**config.mk**
```make
export PLATFORM = sky130hd
export DESIGN_NAME = stopwatch_ctrl
export DESIGN_NICKNAME = d
export VERILOG_FILES = /design/src/rtl/stopwatch_ctrl.sv
export SDC_FILE = /design/constraint.sdc
export NUM_CORES = 1
export LEC_CHECK = 0
export BUFFER_PORTS_ARGS = -buffer_cell sky130_fd_sc_hd__buf_2
export CORE_UTILIZATION = 55
export DETAILED_ROUTE_END_ITERATION = 12
export MAX_ROUTING_LAYER = met4
export PLACE_DENSITY = 0.78
export SYNTH_ARGS = -nofsm -noshare
export SYNTH_HDL_FRONTEND = slang
export SYNTH_SLANG_ARGS = --single-unit
```
**constraint.sdc**
```tcl
create_clock -name clk -period 2.29 [get_ports clk]
set_input_delay 0.229 -clock clk [delete_from_list [all_inputs] [get_ports clk]]
set_output_delay 0.229 -clock clk [all_outputs]
set_load 0.03 [all_outputs]
```
**src/rtl/stopwatch_ctrl.sv**
```systemverilog
// Stopwatch control sequencer: debounces the three board keys, runs the
// IDLE/RUNNING/PAUSED machine and produces the tick, clear and display-enable strobes.
module stopwatch_ctrl #(
  parameter int DEBOUNCE_CYCLES = 1000000,
  parameter int TICK_CYCLES     = 500000
) (
  input  logic clk,
  input  logic reset,
  input  logic key_reset,
  input  logic key_start_pause,
  input  logic key_display_stop,
  output logic tick_10ms,
  output logic clear,
  output logic display_live,
  output logic counter_work,
  output logic led0,
  output logic led1,
  output logic led2,
  output logic led3
);

  localparam int DBW = $clog2(DEBOUNCE_CYCLES);
  localparam int PSW = $clog2(TICK_CYCLES);
  localparam logic [DBW-1:0] DB_LAST = DBW'(DEBOUNCE_CYCLES - 1);
  localparam logic [PSW-1:0] PS_LAST = PSW'(TICK_CYCLES - 1);

  typedef enum logic [1:0] {
    S_IDLE    = 2'd0,
    S_RUNNING = 2'd1,
    S_PAUSED  = 2'd2
  } state_e;

  // Key lanes: bit 0 = reset, bit 1 = start/pause, bit 2 = display freeze.
  logic [2:0]     keys;
  logic [2:0]     sync1_q;
  logic [2:0]     sync2_q;
  logic [2:0]     db_q;
  logic [2:0]     db_dly_q;
  logic [2:0]     press_q;
  logic [DBW-1:0] dbcnt_q [3];

  assign keys = {key_display_stop, key_start_pause, key_reset};

  always_ff @(posedge clk) begin
    if (reset) begin
      sync1_q  <= '1;
      sync2_q  <= '1;
      db_q     <= '1;
      db_dly_q <= '1;
      press_q  <= '0;
      for (int i = 0; i < 3; i++) dbcnt_q[i] <= '0;
    end else begin
      sync1_q  <= keys;
      sync2_q  <= sync1_q;
      db_dly_q <= db_q;
      // One-cycle event the cycle after the debounced level falls.
      press_q  <= db_dly_q & ~db_q;
      for (int i = 0; i < 3; i++) begin
        if (sync2_q[i] == db_q[i]) begin
          dbcnt_q[i] <= '0;
        end else if (dbcnt_q[i] == DB_LAST) begin
          db_q[i]    <= sync2_q[i];
          dbcnt_q[i] <= '0;
        end else begin
          dbcnt_q[i] <= dbcnt_q[i] + 1'b1;
        end
      end
    end
  end

  state_e         state_q, state_d;
  logic [PSW-1:0] presc_q, presc_d;
  logic           tick_q, tick_d;
  logic           clear_q, clear_d;
  logic           live_q, live_d;

  always_ff @(posedge clk) begin
    if (reset) begin
      state_q <= S_IDLE;
      presc_q <= '0;
      tick_q  <= 1'b0;
      clear_q <= 1'b0;
      live_q  <= 1'b1;
    end else begin
      state_q <= state_d;
      presc_q <= presc_d;
      tick_q  <= tick_d;
      clear_q <= clear_d;
      live_q  <= live_d;
    end
  end

  always_comb begin
    state_d = state_q;
    presc_d = presc_q;
    tick_d  = 1'b0;
    clear_d = 1'b0;
    live_d  = live_q;
    if (press_q[0]) begin
      // A clear command overrides any other key event in the same cycle.
      state_d = S_IDLE;
      presc_d = '0;
      clear_d = 1'b1;
      live_d  = 1'b1;
    end else begin
      if (press_q[2]) live_d = ~live_q;
      case (state_q)
        S_IDLE: begin
          if (press_q[1]) begin
            state_d = S_RUNNING;
            presc_d = '0;
          end
        end
        S_RUNNING: begin
          if (press_q[1]) begin
            state_d = S_PAUSED;
          end else if (presc_q == PS_LAST) begin
            presc_d = '0;
            tick_d  = 1'b1;
          end else begin
            presc_d = presc_q + 1'b1;
          end
        end
        S_PAUSED: begin
          if (press_q[1]) state_d = S_RUNNING;
        end
        default: state_d = S_IDLE;
      endcase
    end
  end

  assign tick_10ms    = tick_q;
  assign clear        = clear_q;
  assign display_live = live_q;
  assign counter_work = (state_q == S_RUNNING);
  assign led0         = (state_q == S_RUNNING);
  assign led1         = (state_q == S_PAUSED);
  assign led2         = ~live_q;
  assign led3         = ~(&db_q);

endmodule

```
## Yosys cells after proc, flatten, opt, wreduce, memory -nomap -nowiden

Memory sizes are Yosys's and may differ from the RTL's.
Cells that the tools add are included.

| word-level totals | value |
|---|---|
| register bits after elaboration | 39 |
| input port bits | 5 |
| memories kept | 1 |
| memory bits (read-only) | 0 |
| memory bits (writable) | 60 |
| latch bits | 0 |
| output and inout port bits | 8 |

| cells by class | value |
|---|---|
| multiply operators | 0 |
| bitwise gates (word level) | 17 |
| order comparisons | 0 |
| reduce and logical (&&, ||, !) cells | 11 |
| divide/modulo/power cells | 0 |
| shift-type cells | 0 |
| $add $sub $neg | 4 |
| muxes and demuxes | 53 |
| equality and inequality tests | 13 |

Memories:

| memory | depth | bits a word | read ports | clocked after memory_dff | write ports | line | source |
|---|---|---|---|---|---|---|---|
| dbcnt_q | 3 | 20 | 3 | 0 | 3 | 40 | `logic [DBW-1:0] dbcnt_q [3];` |

Operator list:

| cell | number |
|---|---|
| $mux 20 | 9 |
| $add 20x1->20 const B | 3 |
| $eq 20x20->1 const B | 3 |
| $mux 19 | 3 |
| $pmux 19 s2 | 1 |
| $mux 1 | 37 |
| $add 19x1->19 const B | 1 |
| $eq 19x19->1 const B | 1 |
| $or 1x1->1 | 9 |
| $reduce_and 2->1 | 4 |
| $not 1->1 | 6 |
| $reduce_and 3->1 | 2 |
| $mux 2 | 2 |
| $ne 2x1->1 const B | 2 |
| $ne 2x2->1 const B | 2 |
| $pmux 2 s2 | 1 |
| $reduce_or 2->1 | 2 |
| $reduce_or 4->1 | 1 |
| $and 3x3->3 | 1 |
| $eq 1x1->1 | 3 |
| $not 3->3 | 1 |
| $eq 2x1->1 const B | 1 |
| $eq 2x2->1 const B | 1 |
| $logic_not 2->1 | 1 |
| $reduce_bool 2->1 | 1 |

## Longest topological paths before layout

Gate-level depths: netlist of the first run.

| logic depth | value |
|---|---|
| depth in word-level cells | 7 |
| depth in mapped cells | 8 |

## Worst setup path before layout of the first run

Ideal clock, no wire load.

| path | value |
|---|---|
| path kind | reg-to-reg |
| start point | memory dbcnt_q[2][0] in the netlist's numbering |
| end point | memory dbcnt_q[2][10] in the netlist's numbering (data pin) |
| library setup time | 0.266 ns |
| required time | 2.024 ns |
| slack | 0.394 ns |
| arrival | 1.631 ns |
| clock period less this slack | 1.896 ns |
| stages on the path, launching flop included | 8 |
| path through | edfxtp_1 > ha_1 > nand2_1 > nor2_1 > nand4_1 > nand2_1 > clkbuf_1 > nor2_1 |

RTL lines:

| what | line |
|---|---|
| start, declared | 40 |

## Final worst setup path of the first run

| path | value |
|---|---|
| start point | register presc_q[16] |
| end point | register presc_q[14] |

| on the way | value |
|---|---|
| longest elaborated chain between the ends | 4 |

Ends and longest elaborated chain:

| what | line | source |
|---|---|---|
| start, declared | 72 | `logic [PSW-1:0] presc_q, presc_d;` |
| start signal, assigned | 86 | `presc_q <= presc_d;` |
| $eq 19x19->1 | 117 | `end else if (presc_q == PS_LAST) begin` |
| $mux 19 | 117 |  |
| $mux 19 | 115 | `if (press_q[1]) begin` |
| $pmux 19 s2 | 107 | `case (state_q)` |

No other way between the ends. The select of a mux whose other input is x is not followed.
A chain may end at the register's enable or synchronous reset.

==> metrics.csv, run 1 <==
metric;value;unit
status;complete, no violations;
VDD IR max;0.324;mV
most common cell after layout, fill and taps aside;nor2_1;
post_cts resized;0;
# Post-CTS Setup Buffers;0;
Seq cells post-synth;99;
ys flop type;edfxtp_1;
ys async rst share;0;%
CTS max path bufs;2;
most frequent cells in the layout;nor2_1, edfxtp_1, conb_1, dfxtp_1, xor2_1;
DRT iter0 DRCs;120;
Setup Skew;14.0;ps
maxcap violations;0;
Remaining DRCs;0;
Synth Cell Area;4850;um^2
H-tree depth;3;
routed vias/inst;5.24;
Buffers on Ports;12;
global-route wire length before repair;13600;um
DIE HEIGHT;96.0;um
Post-synth EDFFs;60;
CTS tree;done;
Worst setup startpoint;presc_q[16]$_SDFFE_PP0P_;
initial antenna violation count;0;
hold buffer count at cts;0;
RSZ-0062 raised after global routing;no;
Arrival @ worst endpoint;2300;ps
largest net degree at the start of global routing;20;
FP Rows;33;
Area growth, synth to finish;11.7;%
Top Ports;13;
Antenna diodes;0;
WL/cell;12.1;um
# nets final;567;
Total Wirelength;8090;um
clock-pin slew on the worst setup and hold paths;90;ps
hold crit path type;input port to register;
grt total ovfl;0;
CP max FO;9;
yosys warns;0;
CTS root buf;clkbuf_8;
final setup TNS;0;ps
Initial Util;57.9;%
Worst Setup Start Kind;register;
Core Area;8380;um^2
Relative slew margins;55.3;%
hold path startpoint;key_reset;
number of global-route vias before repair;3189;
Overall Global Routing Usage;19.6;%
Post-Syn Instances;482;
Unique masters post-synth;48;
final period utilization;90.1;%
placed wire-length estimate;5860;um
P_leak;1.97;nW
post-synthesis sequential area ratio;53.2;%
DIE AREA;9210;um^2
min Tclk post-route;2060;ps
Slew Viols, Final;0;
Worst-Margin Slew;664;ps
Pwr Total;3.08;mW
via count;3498;
Setup crit end kind;register;
PD cells;568;nW/um^2
CTS Buf Count;9;
Setup CP Type;register to register;
Initial DRT Pass Iterations;4;
Final setup viols;0;
final hold vios;0;
clock latency on the worst-skew pair;360;ps
GP Congestion;0.898;
ratio of cells with drive above 1 in the final layout;9.06;%
Mean Syn Cell Area;10.1;um^2
Final ANT Viol Nets;0;
Horiz. Die Dim;96.0;um
WP data required;2530;ps
sinks on the clock net;99;
reg-to-reg startpoint;presc_q[16]$_SDFFE_PP0P_;
max frequency;485;MHz
-- worst max-delay path: stages (launching register included) --
cell,delay (ps)
dfxtp_1,410
nand3_1,150
or4_4,510
or3_1,520
o21bai_4,280
nor2_1,80
-- cells in the mapped netlist (all sizes together), types with 3 or more instances --
cell | n | area, um^2
and4 | 11 | 96.3
and3 | 12 | 75.1
xnor2 | 31 | 272
a31oi | 3 | 18.8
and2 | 3 | 18.8
nor2b | 4 | 25.0
o211ai | 3 | 22.5
inv | 12 | 45.0
nand3 | 31 | 155
ha | 4 | 50.1
nand4 | 13 | 81.3
a21oi | 3 | 15.0
nand3b | 3 | 22.5
clkbuf | 5 | 18.8
nand2b | 6 | 37.5
nand2 | 35 | 131
or3 | 3 | 20.0
nor2 | 92 | 345
a211o | 3 | 26.3
nor4b | 6 | 52.6
edfxtp | 60 | 1800
or2 | 13 | 81.3
buf | 8 | 47.5
o21ai | 4 | 20.0
xor2 | 37 | 324
dfxtp | 39 | 781
nor4 | 7 | 43.8
nor3 | 15 | 75.1
-- worst paths after layout --
kind                                            endpoint  slack, ps  cells past startpoint
worst max-delay path            presc_q[14]$_SDFFE_PP0P_        230                      5
worst min-delay path               sync1_q[0]$_SDFF_PP1_         70                      2
worst max register to register  presc_q[14]$_SDFFE_PP0P_        230                      5
worst min register to register     press_q[1]$_SDFF_PP0_        410                      2
-- layer usage --
metal / track usage (%) / up-vias / part of all wire, %
met4: 4.98 / 0 / 0.92
met2: 32.6 / 61 / 47
met3: 4.74 / 7 / 3.7
met1: 24.1 / 1652 / 48
li1: - / 1778 / -
met5: - / - / 0
-- sequential cells by signal (all words and copies together) (netlist names) --
name	count
presc_q	19
sync1_q	3
db_q	3
db_dly_q	3
clear	1
display_live	1
dbcnt_q	60
press_q	3
state_q	2
tick_10ms	1
sync2_q	3
-- through the flow --
step                      worst slack, ps  utilization, %  cells  area (um^2)  hold WS, ps
after global placement                321            62.7    652         5250          392
after detailed placement              279            62.7    652         5250          394
after floorplan                       394               -    541         5080          333
final                                 227            64.7    668         5420         71.0
after global routing                  141            64.7    668         5420         61.0
after CTS                             243            64.7    668         5420         58.2
-- final cells by class --
type | count | area (um^2)
multi-input cells | 417 | 2380
fillers | 705 | 2960
clock buffers | 9 | 124
well taps | 105 | 131
clock inverters | 7 | 45.0
flip-flops and latches | 99 | 2580
inverters | 12 | 45.0
repair buffers | 19 | 113
-- power by group --
part / internal (mW) / total [mW] / switching (mW) / leakage [nW]
clock: 0.388 / 0.985 / 0.597 / 0.0732
combinational: 0.0458 / 0.110 / 0.0641 / 0.963
sequential: 1.94 / 1.98 / 0.0476 / 0.935
-- cells by family (layout without fill, tap and decap cells) --
group,Yosys count,in the layout,share of synthesized area (%)
simple gates,260,260,27.1
xor+xnor,68,68,12.3
other cells,1,60,0.0772
mux,2,2,0.412
buf+inv,25,47,2.29
flops,99,99,53.2
fa+ha+maj,4,4,1.03
compound gates,23,23,3.58
Note: power is estimated with default switching activity, not from simulation.
==> inputs of run 2 (changes only) <==
CELL_PAD_IN_SITES_DETAIL_PLACEMENT = 1   (was default)
CELL_PAD_IN_SITES_GLOBAL_PLACEMENT = 1   (was default)
CORE_UTILIZATION = 49   (was 55)
PLACE_DENSITY = 0.85   (was 0.78)
==> run 2 against run 1 <==
- clock skew is essentially flat
- flip-flop and latch count unchanged
- fmax up 0.87%
- die area increased by 12%
- cell count is 3.7% higher
- highest routed layer unchanged
- combinational power up 6%
- clock power rose by 22%
- design area is 1.4% higher
- count of clock-buffer cells in the layout is 1 higher
- critical path depth grew 2
- routed wire length is 27% higher
- utilization down 6.3 points
==> metrics.csv, run 2 (synthesis gave the netlist of run 1 again) <==
metric;value;unit;change
post_cts resized;0;;unchanged
Setup Skew;14.5;ps;+0.480 ps
Arrival @ worst endpoint;2160;ps;-140 ps
Worst Setup Start Kind;register;;
Worst setup startpoint;dbcnt_q[2][0]$_SDFFCE_PN0P_;;
CTS max path bufs;2;;unchanged
critical path's largest stage delay;440;ps;-80 ps
final period utilization;89.3;%;-0.78 points
Core Area;9420;um^2;+12%
CTS root buf;clkbuf_8;;
H-tree depth;3;;unchanged
final hold vios;0;;unchanged
ratio of cells with drive above 1 in the final layout;9.04;%;-0.016 points
VDD IR max;0.341;mV;+5.3%
grt total ovfl;0;;unchanged
DRT iter0 DRCs;63;;-48%
Top Registers;dbcnt_q x60, presc_q x19;;
status;complete, no violations;;
hold buffer count at cts;0;;unchanged
reg-to-reg startpoint;dbcnt_q[2][0]$_SDFFCE_PN0P_;;
filler cell count;1091;;+55%
initial antenna violation count;0;;unchanged
met3 usage;2.69;%;-2.0 points
slowest CP cell;edfxtp_1;;
clock latency on the worst-skew pair;360;ps;about the same
global-route wire length before repair;17900;um;+31%
Overall Global Routing Usage;22.6;%;+2.9 points
GR peak layer;met2;;
met1 usage;28.6;%;+4.5 points
most frequent cells in the layout;nor2_1, edfxtp_1, conb_1, dfxtp_1, xor2_1;;
Largest Register;dbcnt_q;;
Final ANT Viol Nets;0;;unchanged
Worst-Margin Slew;634;ps;-30.6 ps
min Tclk post-route;2050;ps;-17.8 ps
final setup TNS;0;ps;unchanged
WL/cell;14.8;um;+22%
sinks on the clock net;99;;unchanged
Antenna diodes;0;;unchanged
Top Ports;13;;unchanged
DIE HEIGHT;102;um;+5.8%
Final setup viols;0;;unchanged
placed wire-length estimate;7320;um;+25%
Buffers on Ports;12;;unchanged
WP data required;2400;ps;-130 ps
DIE AREA;10300;um^2;+12%
Largest register FFs;60;;unchanged
final hold slack;58.3;ps;-12.7 ps
met2 Use GR;37.3;%;+4.8 points
Setup CP Type;register to register;;
Horiz. Die Dim;102;um;+5.8%
via count;3609;;+3.2%
Remaining DRCs;0;;unchanged
# nets final;568;;+0.18%
# Post-CTS Setup Buffers;0;;unchanged
placed cell count;677;;+3.8%
Initial Util;51.6;%;-6.4 points
CTS tree;done;;
clock-pin slew on the worst setup and hold paths;100;ps;about the same
largest net degree at the start of global routing;20;;unchanged
GP Congestion;0.852;;-5.2%
Slew Viols, Final;0;;unchanged
number of global-route vias before repair;3853;;+21%
FP Rows;35;;+6.1%
max frequency;489;MHz;+0.87%
Relative slew margins;57.4;%;+2.1 points
routed vias/inst;5.21;;-0.55%
Setup crit end kind;register;;
Total Wirelength;10200;um;+27%
CTS Buf Count;9;;unchanged
maxcap violations;0;;unchanged
Initial DRT Pass Iterations;4;;unchanged
hold crit path type;input port to register;;
Pwr Total;3.31;mW;+7.5%
Area growth, synth to finish;13.3;%;
most common cell after layout, fill and taps aside;nor2_1;;
critical-path cell list;ha_1, nand2_1, nor2_1, nand4_1, nand2_1, buf_4, nor2_1;;
fin cells;693;;+3.7%
PD cells;602;nW/um^2;+6.0%
hold path startpoint;key_start_pause;;
CP max FO;10;;+1
P_leak;2.02;nW;+2.3%
RSZ-0062 raised after global routing;no;;
[run 2: path summary, 6_finish.rpt]
check | cells past startpoint | end | slack (ps)
max reg2reg | 7 | dbcnt_q[2][6]$_SDFFCE_PN0P_ | 240
max | 7 | dbcnt_q[2][6]$_SDFFCE_PN0P_ | 240
min | 2 | sync1_q[1]$_SDFF_PP1_ | 60
min reg2reg | 2 | press_q[1]$_SDFF_PP0_ | 410
[run 2: power by group]
part	leakage, nW	internal, mW	switching, mW
Sequential	0.935	1.94	0.0509
Clock	0.114	0.573	0.631
Combinational	0.967	0.0470	0.0704
Total	2.02	2.56	0.752
[run 2: area by class of cell]
| class | count | area (um^2) | share of cell area [%] |
|---|---|---|---|
| Sequential cell | 99 | 2580 | 47.0 |
| Inverter | 12 | 45.0 | 0.819 |
| Multi-Input combinational cell | 417 | 2380 | 43.3 |
| Timing Repair Buffer | 20 | 120 | 2.18 |
| Clock buffer | 10 | 149 | 2.71 |
| Clock inverter | 6 | 60.1 | 1.09 |
| Tap cell | 129 | 161 | 2.93 |
[run 2: critical path, delay by kind of cell (launching register included)]
family / cells / cell delay [ps]
and+or+nand+nor: 5 / 940
buffers and inverters: 1 / 190
adders and majority gates: 1 / 230
DFF: 1 / 440
[run 2: per-layer routing]
| layer | vias to the layer above | part of all wire (%) |
|---|---|---|
| met2 | 30 | 49 |
| li1 | 1782 | - |
| met5 | - | 0 |
| met4 | 0 | 1.9 |
| met3 | 17 | 1.4 |
| met1 | 1780 | 48 |
[run 2: per-stage QoR]
step,util (%),worst slack (ps),cell area [um^2]
2_1_floorplan,-,394,5080
3_3_place_gp,56.2,308,5290
3_5_place_dp,56.2,207,5290
4_1_cts,58.4,196,5500
5_1_grt,58.4,87.2,5500
6_report,58.4,245,5500
==> inputs of run 3 (changes only) <==
CORE_UTILIZATION = 51   (was 49)
CTS_BUF_LIST = sky130_fd_sc_hd__clkbuf_8   (was default)
PLACE_DENSITY = 0.87   (was 0.85)
==> run 3 against run 2 <==
- register-to-register slack got worse by 70 ps
- cell count did not move
- setup slack got worse by 73 ps
- non-clock buffer count did not move
- count of clock-buffer cells in the layout did not move
- sequential power barely moved
- critical path type unchanged
- largest cell class unchanged
- highest routed layer unchanged
==> metrics.csv, run 3 (synthesis gave the netlist of run 1 again) <==
metric;value;unit;change
critical path's largest stage delay;530;ps;+90 ps
max frequency;472;MHz;-3.5%
WL/cell;15.0;um;+1.6%
slowest CP cell;or3_1;;
post-place instance area;5290;um^2;unchanged
CTS Buf Count;9;;unchanged
Initial DRT Pass Iterations;4;;unchanged
maxcap violations;0;;unchanged
Top Registers;dbcnt_q x60, presc_q x19;;
Setup Skew;8.01;ps;-6.50 ps
status;complete, no violations;;
Total Wirelength;10400;um;+1.6%
DIE AREA;9910;um^2;-3.8%
Relative slew margins;48.5;%;-8.8 points
critical-path cell list;nand3_1, or4_4, or3_1, o21bai_4, nor2_1;;
final period utilization;92.5;%;+3.2 points
Antenna diodes;0;;unchanged
Setup CP Type;register to register;;
CTS max path bufs;2;;unchanged
via count;3620;;+0.30%
filler cell count;1075;;-1.5%
fin cells;693;;unchanged
Largest register FFs;60;;unchanged
GP Congestion;0.858;;+0.74%
final hold slack;45.7;ps;-12.6 ps
routed vias/inst;5.22;;+0.30%
hold path startpoint;key_reset;;
DRT iter0 DRCs;108;;+71%
Final ANT Viol Nets;0;;unchanged
final hold vios;0;;unchanged
P_leak;2.02;nW;about the same
ratio of cells with drive above 1 in the final layout;9.04;%;unchanged
Slew Viols, Final;0;;unchanged
RSZ-0062 raised after global routing;no;;
Final Cell Area;5520;um^2;+0.32%
Arrival @ worst endpoint;2360;ps;+200 ps
Setup crit end kind;register;;
Largest Register;dbcnt_q;;
DIE HEIGHT;99.6;um;-1.9%
PD cells;609;nW/um^2;+1.2%
CP max FO;9;;-1
WP data required;2540;ps;+140 ps
placed wire-length estimate;7550;um;+3.1%
reg-to-reg startpoint;presc_q[16]$_SDFFE_PP0P_;;
buffers and inverters on the worst path;0;;-1
CTS root buf;clkbuf_8;;
H-tree depth;3;;unchanged
Horiz. Die Dim;99.6;um;-1.9%
largest net degree at the start of global routing;20;;unchanged
Final setup viols;0;;unchanged
# Post-CTS Setup Buffers;0;;unchanged
CTS tree;done;;
Area growth, synth to finish;13.7;%;
clock latency on the worst-skew pair;360;ps;about the same
Remaining DRCs;0;;unchanged
clock-pin slew on the worst setup and hold paths;100;ps;about the same
# nets final;568;;unchanged
Top Ports;13;;unchanged
FP Rows;35;;unchanged
Overall Global Routing Usage;23.8;%;+1.2 points
hold depth;2;;unchanged
final setup TNS;0;ps;unchanged
CP Depth;5;;-2
post_cts resized;0;;unchanged
number of global-route vias before repair;3874;;+0.55%
most frequent cells in the layout;nor2_1, edfxtp_1, conb_1, dfxtp_1, xor2_1;;
placed cell count;677;;unchanged
Worst-Margin Slew;765;ps;+131 ps
Buffers on Ports;12;;unchanged
Initial Util;52.5;%;+0.98 points
global-route wire length before repair;18000;um;+0.65%
hold crit path type;input port to register;;
min Tclk post-route;2120;ps;+73.4 ps
most common cell after layout, fill and taps aside;nor2_1;;
grt total ovfl;0;;unchanged
hold buffer count at cts;0;;unchanged
Core Area;9240;um^2;-1.9%
crit-path leading delay family;simple AND/OR/NAND/NOR gates;;
r2r worst-path depth;5;;-2
sinks on the clock net;99;;unchanged
Worst setup startpoint;presc_q[16]$_SDFFE_PP0P_;;
initial antenna violation count;0;;unchanged
Worst Setup Start Kind;register;;
VDD IR max;0.449;mV;+32%
run 3: changes by cell type in the layout (fill, tap and decap cells not counted):
cell,previous run,this run
clkbuf_16,1,0
clkinv_2,1,0
inv_6,1,2
inv_4,2,0
bufinv_16,1,2
clkinvlp_4,0,1
clkbuf_8,9,10
run 3: final cells by class:
type	count	area [um^2]	area share (%)
well taps	129	161	2.93
multi-input cells	417	2380	43.2
repair buffers	20	120	2.18
inverters	12	45.0	0.816
clock inverters	6	88.8	1.61
flip-flops and latches	99	2580	46.8
clock buffers	10	138	2.49
run 3: power breakdown:
group	switching, mW	internal (mW)	leakage (nW)
Clock	0.606	0.650	0.115
Combinational	0.0711	0.0464	0.967
Sequential	0.0502	1.94	0.935
run 3: metal layers:
| layer | wire, um | vias to the layer above | global-route usage [%] |
|---|---|---|---|
| met5 | 0 | - | - |
| met1 | 4540 | 1790 | 27.8 |
| li1 | - | 1779 | - |
| met3 | 259 | 10 | 5.06 |
| met2 | 5470 | 41 | 41.5 |
| met4 | 133 | 0 | 6.22 |
run 3: worst register-to-register path, cell delays in order, from the launching register on:
cell      delay (ps)
dfxtp_1          420
nand3_1          150
or4_4            500
or3_1            530
o21bai_4         300
nor2_1           100
run 3: stage by stage:
stage | power [mW] | worst slack (ps) | utilization [%]
final | 3.36 | 172 | 59.7
after global routing | 3.49 | 75.3 | 59.7
after CTS | 3.40 | 177 | 59.7
after detailed placement | 2.14 | 193 | 57.3
after global placement | 2.13 | 312 | 57.3
after floorplan | 2.10 | 394 | -
run 3: worst paths after layout:
kind | slack, ps | endpoint
worst max-delay path | 170 | presc_q[18]$_SDFFE_PP0P_
worst min-delay path | 50 | sync1_q[0]$_SDFF_PP1_
worst max register to register | 170 | presc_q[18]$_SDFFE_PP0P_
worst min register to register | 420 | press_q[1]$_SDFF_PP0_
